===== src/rtl/roic_line_seq_if.sv =====
// roic_line_seq_if: start/config inputs and line/row progress outputs of the ROIC line sequencer.
interface roic_line_seq_if #(
   parameter int TLINE_CNTR_W = 14,
   parameter int ROW_CNTR_W   = 12,
   parameter int DUMMY_CNTR_W = 4
);
   logic                    start;
   logic                    abort;
   logic [TLINE_CNTR_W-1:0] tline_reg;
   logic [ROW_CNTR_W-1:0]   row_num;
   logic [DUMMY_CNTR_W-1:0] dummy_num;
   logic                    sync_trigger;
   logic                    busy;
   logic                    dummy_line;
   logic                    row_valid;
   logic [ROW_CNTR_W-1:0]   row_idx;
   logic                    frame_done;
   logic                    aborted;
   logic                    cfg_err;
   modport master (
      output start, abort, tline_reg, row_num, dummy_num,
      input  sync_trigger, busy, dummy_line, row_valid, row_idx, frame_done, aborted, cfg_err
   );
   modport slave (
      input  start, abort, tline_reg, row_num, dummy_num,
      output sync_trigger, busy, dummy_line, row_valid, row_idx, frame_done, aborted, cfg_err
   );
endinterface


===== src/rtl/roic_line_seq.sv =====
// roic_line_seq: frame sequencer emitting one sync_trigger per line over dummy lines then readout rows.
module roic_line_seq #(
   parameter int TLINE_CNTR_W = 14,
   parameter int ROW_CNTR_W   = 12,
   parameter int DUMMY_CNTR_W = 4,
   parameter int TLINE_MIN    = 16
) (
   input logic mclk,
   input logic rst,
   roic_line_seq_if.slave bus
);
   typedef enum logic [1:0] {IDLE, DUMMY, ROWS, FIN} state_t;
   localparam logic [TLINE_CNTR_W-1:0] TMIN = TLINE_CNTR_W'(TLINE_MIN);
   state_t                  state_q;
   logic [TLINE_CNTR_W-1:0] tline_q, tcnt_q;
   logic [ROW_CNTR_W-1:0]   rows_q, row_idx_q;
   logic [DUMMY_CNTR_W-1:0] dummy_q, dcnt_q;
   logic                    sync_q, busy_q, dline_q, rvalid_q, done_q, abort_q, cfg_err_q;
   assign bus.sync_trigger = sync_q;
   assign bus.busy         = busy_q;
   assign bus.dummy_line   = dline_q;
   assign bus.row_valid    = rvalid_q;
   assign bus.row_idx      = row_idx_q;
   assign bus.frame_done   = done_q;
   assign bus.aborted      = abort_q;
   assign bus.cfg_err      = cfg_err_q;
   always_ff @(posedge mclk) begin
      if (rst) begin
         state_q   <= IDLE;
         tline_q   <= '0;
         tcnt_q    <= '0;
         rows_q    <= '0;
         row_idx_q <= '0;
         dummy_q   <= '0;
         dcnt_q    <= '0;
         sync_q    <= 1'b0;
         busy_q    <= 1'b0;
         dline_q   <= 1'b0;
         rvalid_q  <= 1'b0;
         done_q    <= 1'b0;
         abort_q   <= 1'b0;
         cfg_err_q <= 1'b0;
      end else begin
         sync_q    <= 1'b0;
         done_q    <= 1'b0;
         abort_q   <= 1'b0;
         cfg_err_q <= 1'b0;
         case (state_q)
            IDLE: if (bus.start) begin
               if (bus.tline_reg < TMIN) cfg_err_q <= 1'b1;
               else begin
                  tline_q   <= bus.tline_reg;
                  rows_q    <= bus.row_num;
                  dummy_q   <= bus.dummy_num;
                  tcnt_q    <= '0;
                  dcnt_q    <= '0;
                  row_idx_q <= '0;
                  if (bus.dummy_num != '0) begin
                     state_q <= DUMMY;
                     busy_q  <= 1'b1;
                     sync_q  <= 1'b1;
                     dline_q <= 1'b1;
                  end else if (bus.row_num != '0) begin
                     state_q  <= ROWS;
                     busy_q   <= 1'b1;
                     sync_q   <= 1'b1;
                     rvalid_q <= 1'b1;
                  end else begin
                     state_q <= FIN;
                     done_q  <= 1'b1;
                  end
               end
            end
            DUMMY, ROWS: if (bus.abort) begin
               state_q  <= IDLE;
               busy_q   <= 1'b0;
               dline_q  <= 1'b0;
               rvalid_q <= 1'b0;
               abort_q  <= 1'b1;
            end else if (tcnt_q != tline_q - 1'b1) tcnt_q <= tcnt_q + 1'b1;
            else begin
               // last cycle of a line: decide what the next line is
               tcnt_q <= '0;
               if (state_q == DUMMY && dcnt_q != dummy_q - 1'b1) begin
                  dcnt_q <= dcnt_q + 1'b1;
                  sync_q <= 1'b1;
               end else if (state_q == DUMMY && rows_q != '0) begin
                  state_q  <= ROWS;
                  sync_q   <= 1'b1;
                  dline_q  <= 1'b0;
                  rvalid_q <= 1'b1;
               end else if (state_q == ROWS && row_idx_q != rows_q - 1'b1) begin
                  row_idx_q <= row_idx_q + 1'b1;
                  sync_q    <= 1'b1;
               end else begin
                  state_q  <= FIN;
                  busy_q   <= 1'b0;
                  dline_q  <= 1'b0;
                  rvalid_q <= 1'b0;
                  done_q   <= 1'b1;
               end
            end
            default: state_q <= IDLE;
         endcase
      end
   end
endmodule


===== src/flat_wrapper.sv =====
// flat-port wrapper written by rule: the top's interface ports become plain ports
module roic_line_seq_flat 
#(
   parameter int TLINE_CNTR_W = 14,
   parameter int ROW_CNTR_W   = 12,
   parameter int DUMMY_CNTR_W = 4,
   parameter int TLINE_MIN    = 16
)
  (mclk, rst, bus_start, bus_abort, bus_tline_reg, bus_row_num, bus_dummy_num, bus_sync_trigger, bus_busy, bus_dummy_line, bus_row_valid, bus_row_idx, bus_frame_done, bus_aborted, bus_cfg_err);
  roic_line_seq_if #(.TLINE_CNTR_W(TLINE_CNTR_W), .ROW_CNTR_W(ROW_CNTR_W), .DUMMY_CNTR_W(DUMMY_CNTR_W)) bus_i ();
  input logic mclk;
  input logic rst;
  input wire logic [$bits(bus_i.start)-1:0] bus_start;
  input wire logic [$bits(bus_i.abort)-1:0] bus_abort;
  input wire logic [$bits(bus_i.tline_reg)-1:0] bus_tline_reg;
  input wire logic [$bits(bus_i.row_num)-1:0] bus_row_num;
  input wire logic [$bits(bus_i.dummy_num)-1:0] bus_dummy_num;
  output wire logic [$bits(bus_i.sync_trigger)-1:0] bus_sync_trigger;
  output wire logic [$bits(bus_i.busy)-1:0] bus_busy;
  output wire logic [$bits(bus_i.dummy_line)-1:0] bus_dummy_line;
  output wire logic [$bits(bus_i.row_valid)-1:0] bus_row_valid;
  output wire logic [$bits(bus_i.row_idx)-1:0] bus_row_idx;
  output wire logic [$bits(bus_i.frame_done)-1:0] bus_frame_done;
  output wire logic [$bits(bus_i.aborted)-1:0] bus_aborted;
  output wire logic [$bits(bus_i.cfg_err)-1:0] bus_cfg_err;
  assign bus_i.start = bus_start;
  assign bus_i.abort = bus_abort;
  assign bus_i.tline_reg = bus_tline_reg;
  assign bus_i.row_num = bus_row_num;
  assign bus_i.dummy_num = bus_dummy_num;
  assign bus_sync_trigger = bus_i.sync_trigger;
  assign bus_busy = bus_i.busy;
  assign bus_dummy_line = bus_i.dummy_line;
  assign bus_row_valid = bus_i.row_valid;
  assign bus_row_idx = bus_i.row_idx;
  assign bus_frame_done = bus_i.frame_done;
  assign bus_aborted = bus_i.aborted;
  assign bus_cfg_err = bus_i.cfg_err;
  roic_line_seq #(.TLINE_CNTR_W(TLINE_CNTR_W), .ROW_CNTR_W(ROW_CNTR_W), .DUMMY_CNTR_W(DUMMY_CNTR_W), .TLINE_MIN(TLINE_MIN)) u_core (.mclk(mclk), .rst(rst), .bus(bus_i));
endmodule

===== config.mk =====
export PLATFORM = sky130hd
export DESIGN_NAME = roic_line_seq_flat
export DESIGN_NICKNAME = d
export VERILOG_FILES = /design/src/rtl/roic_line_seq_if.sv /design/src/rtl/roic_line_seq.sv /design/src/flat_wrapper.sv
export SDC_FILE = /design/constraint.sdc
export NUM_CORES = 1
export LEC_CHECK = 0
export CAP_MARGIN = 20
export CORE_MARGIN = 2
export CORE_UTILIZATION = 48
export DETAILED_ROUTE_END_ITERATION = 10
export MAX_ROUTING_LAYER = met4
export PLACE_DENSITY = 0.71
export SYNTH_ARGS = -nofsm -noshare
export SYNTH_HDL_FRONTEND = slang
export SYNTH_SLANG_ARGS = --single-unit

===== constraint.sdc =====
create_clock -name mclk -period 4.61 [get_ports mclk]
set_input_delay 1.1525 -clock mclk [delete_from_list [all_inputs] [get_ports mclk]]
set_output_delay 1.1525 -clock mclk [all_outputs]
set_load 0.1 [all_outputs]

==> impl_results.md <==
- Crit path max fanout: 12
- DR WL/cell: 15.3 µm
- Reg2Reg Depth: 8
- Pwr/cell area: 468 mW/mm²
- Crit. End Element: flop
- Syn Area/Cell: 7.72 µm²
- Syn_nets: 568
- Clock buffer depth: 2
- Most common cell in the netlist: nand2_1
- Finished layout cell area: 0.00486 mm²
- Mapped Area: 0.00404 mm²
- Synth cell count leaders: 90 x nand2_1, 69 x dfxtp_1, 53 x a21oi_1, 37 x nor2_1, 27 x xor2_1
- Die H: 95.7 µm
- LEAKAGE: 1.77 nW
- Required time of the critical path: 4.87 ns
- Post-synth top flop: dfxtp_1
- Worst Tran Pin Value: 0.969 ns
- # Post-CTS Setup Buffers: 0
- Worst slew margin: 0.352
- Post-synthesis sequential area ratio: 0.342
- Worst setup path category: in -> reg
- Total Power: 2.27 mW
- Number of diodes: 0
- DPL Wire Length: 7630 µm
- Die extent in x: 95.7 µm
- Met2 WL: 5110 µm
- Routability congestion estimate: 0.887
- Unrepaired setup endpoints after global routing: false
- Synth cell types: 56
- Slew Viols, Final: 0
- Final setup viols: 0
- Pint: 1.31 mW
- # clock sinks: 69
- Via count: 3957
- Part of the power in combinational logic: 0.438
- PortBufs: 52
- RR Startpoint: u_core.tline_q[2]$_SDFFE_PP0P_
- Top post-synthesis cells by area: dfxtp_1 34%, nand2_1 8.4%, a21oi_1 6.6%
- Clock power frac: 0.232
- Placement Cell Area: 0.00462 mm²
- Total number of yosys warnings: 0
- CTS tree: yes
- Final Hold Viols: 0
- Post-synth EDFFs: 0
- Full die area: 0.00916 mm²
- Sw Pwr: 0.968 mW
- CTS-repair resized insts: 0
- Layout area overhead: 20.4%
- Fraction of registers with async set/reset: 0
- Final core utilization: 0.594
- Drt initial violations: 238
- Final net count: 614
- DR DRC count: 0
- Worst hold path depth: 2
- Num CTS Buffers: 9
- Largest net degree at the start of global routing: 33
- Sum Neg Setup Slack: 0 ns
- Routed length on met1: 4550 µm
- Reg-to-reg endpoint: u_core.tcnt_q[6]$_SDFFE_PP0P_
- IO Pins: 53
- Sw frac: 0.426
- Max Freq: 274 MHz
- Clock Latency Late Sink: 0.36 ns
- Max-capacitance violation count: 0
- Core area: 0.00818 mm²
- Via density: 5.83
- Clock root buffer: clkbuf_8
- First-pass GRT wire length: 16900 µm
- HP Start: u_core.dummy_q[3]$_SDFFE_PP0P_
- R2R Setup Slk: 1.21 ns
- Met3 wire length: 451 µm
- Gate Count Post-Synth: 523
- Initial antenna violation count: 0
- Crit path DAT: 3.90 ns
- Core Rows: 33
- Run status: finished, final reports clean
- Hold-fix buffers, CTS: 0
- #FFs+latches synth: 69
- Worst min path class: reg -> reg
- Final min period: 3.64 ns
- Drt total wl: 10400 µm
- Sequential share of power: 0.330
- Number of routed nets with antenna violations: 0
- Final Hold Slack: 0.468 ns
- Uppermost layer routed: met4
- Yosys top cell area share: 0.342
- CTS clock-pin slew for the worst setup and hold paths: 0.08 ns
- Worst Hold End: u_core.dummy_q[3]$_SDFFE_PP0P_
- Clk_skew: 0.0140 ns
- Vias in the first global route: 3621
- Synth area leader: dfxtp_1
- Initial core utilization: 0.494
- Layout cells sized above 1: 0.0575
- Startpoint Class: primary input
- Period utilization: 0.791
- H-tree levels: 3
- GRT overflow: 0
- GRT Util Overall: 0.243
- Pre-Repair DR Iteration Count: 5
- Max IR drop VDD: 0.000217 V
-- layer usage --
layer | vias to the layer above | GRT usage
met5 | - | -
li1 | 1956 | -
met1 | 1839 | 0.279
met2 | 131 | 0.415
met3 | 31 | 0.0372
met4 | 0 | 0.110
-- area by class of cell --
class                      instances  area (µm²)
tap                              105         131
clock buffer                      11         151
inverter                          16        60.1
sequential                        69        1380
multi-input combinational        417        2500
fill                             756        3320
clock inverter                     5        58.8
timing repair buffer              56         571
-- power by group through the flow --
stage | clock, mW | sequential (mW) | combinational, mW
after floorplan | 0 | 0.831 | 0.670
after global placement | 0 | 0.759 | 0.945
after detailed placement | 0 | 0.763 | 0.964
after CTS | 0.536 | 0.750 | 0.971
after global routing | 0.559 | 0.762 | 1.09
final | 0.527 | 0.751 | 0.996
-- worst max-delay path, cell delays in order --
cell and delay (ns):
clkdlybuf4s50_1 0.48, nor4_1 0.09, a31o_2 0.28, a21oi_1 0.70
o21ai_0 0.46, or4_1 0.57, a21oi_1 0.16
-- state kept, by name (all words and copies together), names as in the netlist --
register,flops
u_core.dcnt_q,4
u_core.bus.aborted,1
u_core.dummy_q,4
u_core.bus.row_idx,12
u_core.bus.busy,1
u_core.bus.cfg_err,1
u_core.tcnt_q,14
u_core.bus.frame_done,1
u_core.bus.sync_trigger,1
u_core.bus.row_valid,1
u_core.rows_q,12
u_core.tline_q,14
u_core.bus.dummy_line,1
u_core.state_q,2
-- cell families after synthesis --
group,after synthesis,share of synthesized area
AO/OA/AOI/OAI,112,0.168
AND/OR/NAND/NOR,244,0.309
flip-flops,69,0.342
XOR/XNOR,48,0.104
adder cells (fa/ha/maj),11,0.0341
multiplexers,2,0.00496
buffers and inverters,37,0.0372
-- per-stage QoR --
| step | worst slack, ns | instances |
|---|---|---|
| 2_1_floorplan | 1.59 | 523 |
| 6_report | 0.965 | 679 |
| 5_1_grt | 0.769 | 679 |
| 3_3_place_gp | 0.791 | 662 |
| 4_1_cts | 1.02 | 678 |
| 3_5_place_dp | 0.663 | 662 |
-- cells in the final DEF, fill, tap and decap left out, types with 7 or more instances in the layout --
cell type / instances
and3_1: 8
nor4_1: 12
dfxtp_1: 69
clkdlybuf4s50_1: 52
or4_1: 7
ha_1: 11
and2_1: 7
o21ai_0: 23
clkbuf_8: 11
xor2_1: 27
nor2_1: 37
nor3_1: 15
xnor2_1: 21
nand3_1: 13
nand4_1: 11
or3_1: 13
inv_1: 16
nand2_1: 90
a21oi_1: 53
-- worst max-delay path by stage --
| stage | from | to | slack, ns |
|---|---|---|---|
| 6_report | bus_tline_reg[5] | u_core.dcnt_q[2]$_SDFFE_PP0P_ | 0.97 |
| 5_1_grt | bus_tline_reg[4] | u_core.dcnt_q[2]$_SDFFE_PP0P_ | 0.77 |
| 4_1_cts | bus_tline_reg[5] | u_core.dcnt_q[2]$_SDFFE_PP0P_ | 1.02 |
| 3_5_place_dp | bus_tline_reg[5] | u_core.dcnt_q[2]$_SDFFE_PP0P_ | 0.66 |
| 3_3_place_gp | bus_tline_reg[4] | u_core.dcnt_q[2]$_SDFFE_PP0P_ | 0.79 |
| 2_1_floorplan | u_core.tline_q[7]$_SDFFE_PP0P_ | u_core.bus.row_idx[11]$_SDFFE_PP0P_ | 1.59 |
No activity file was read; power rests on OpenSTA's default activity.
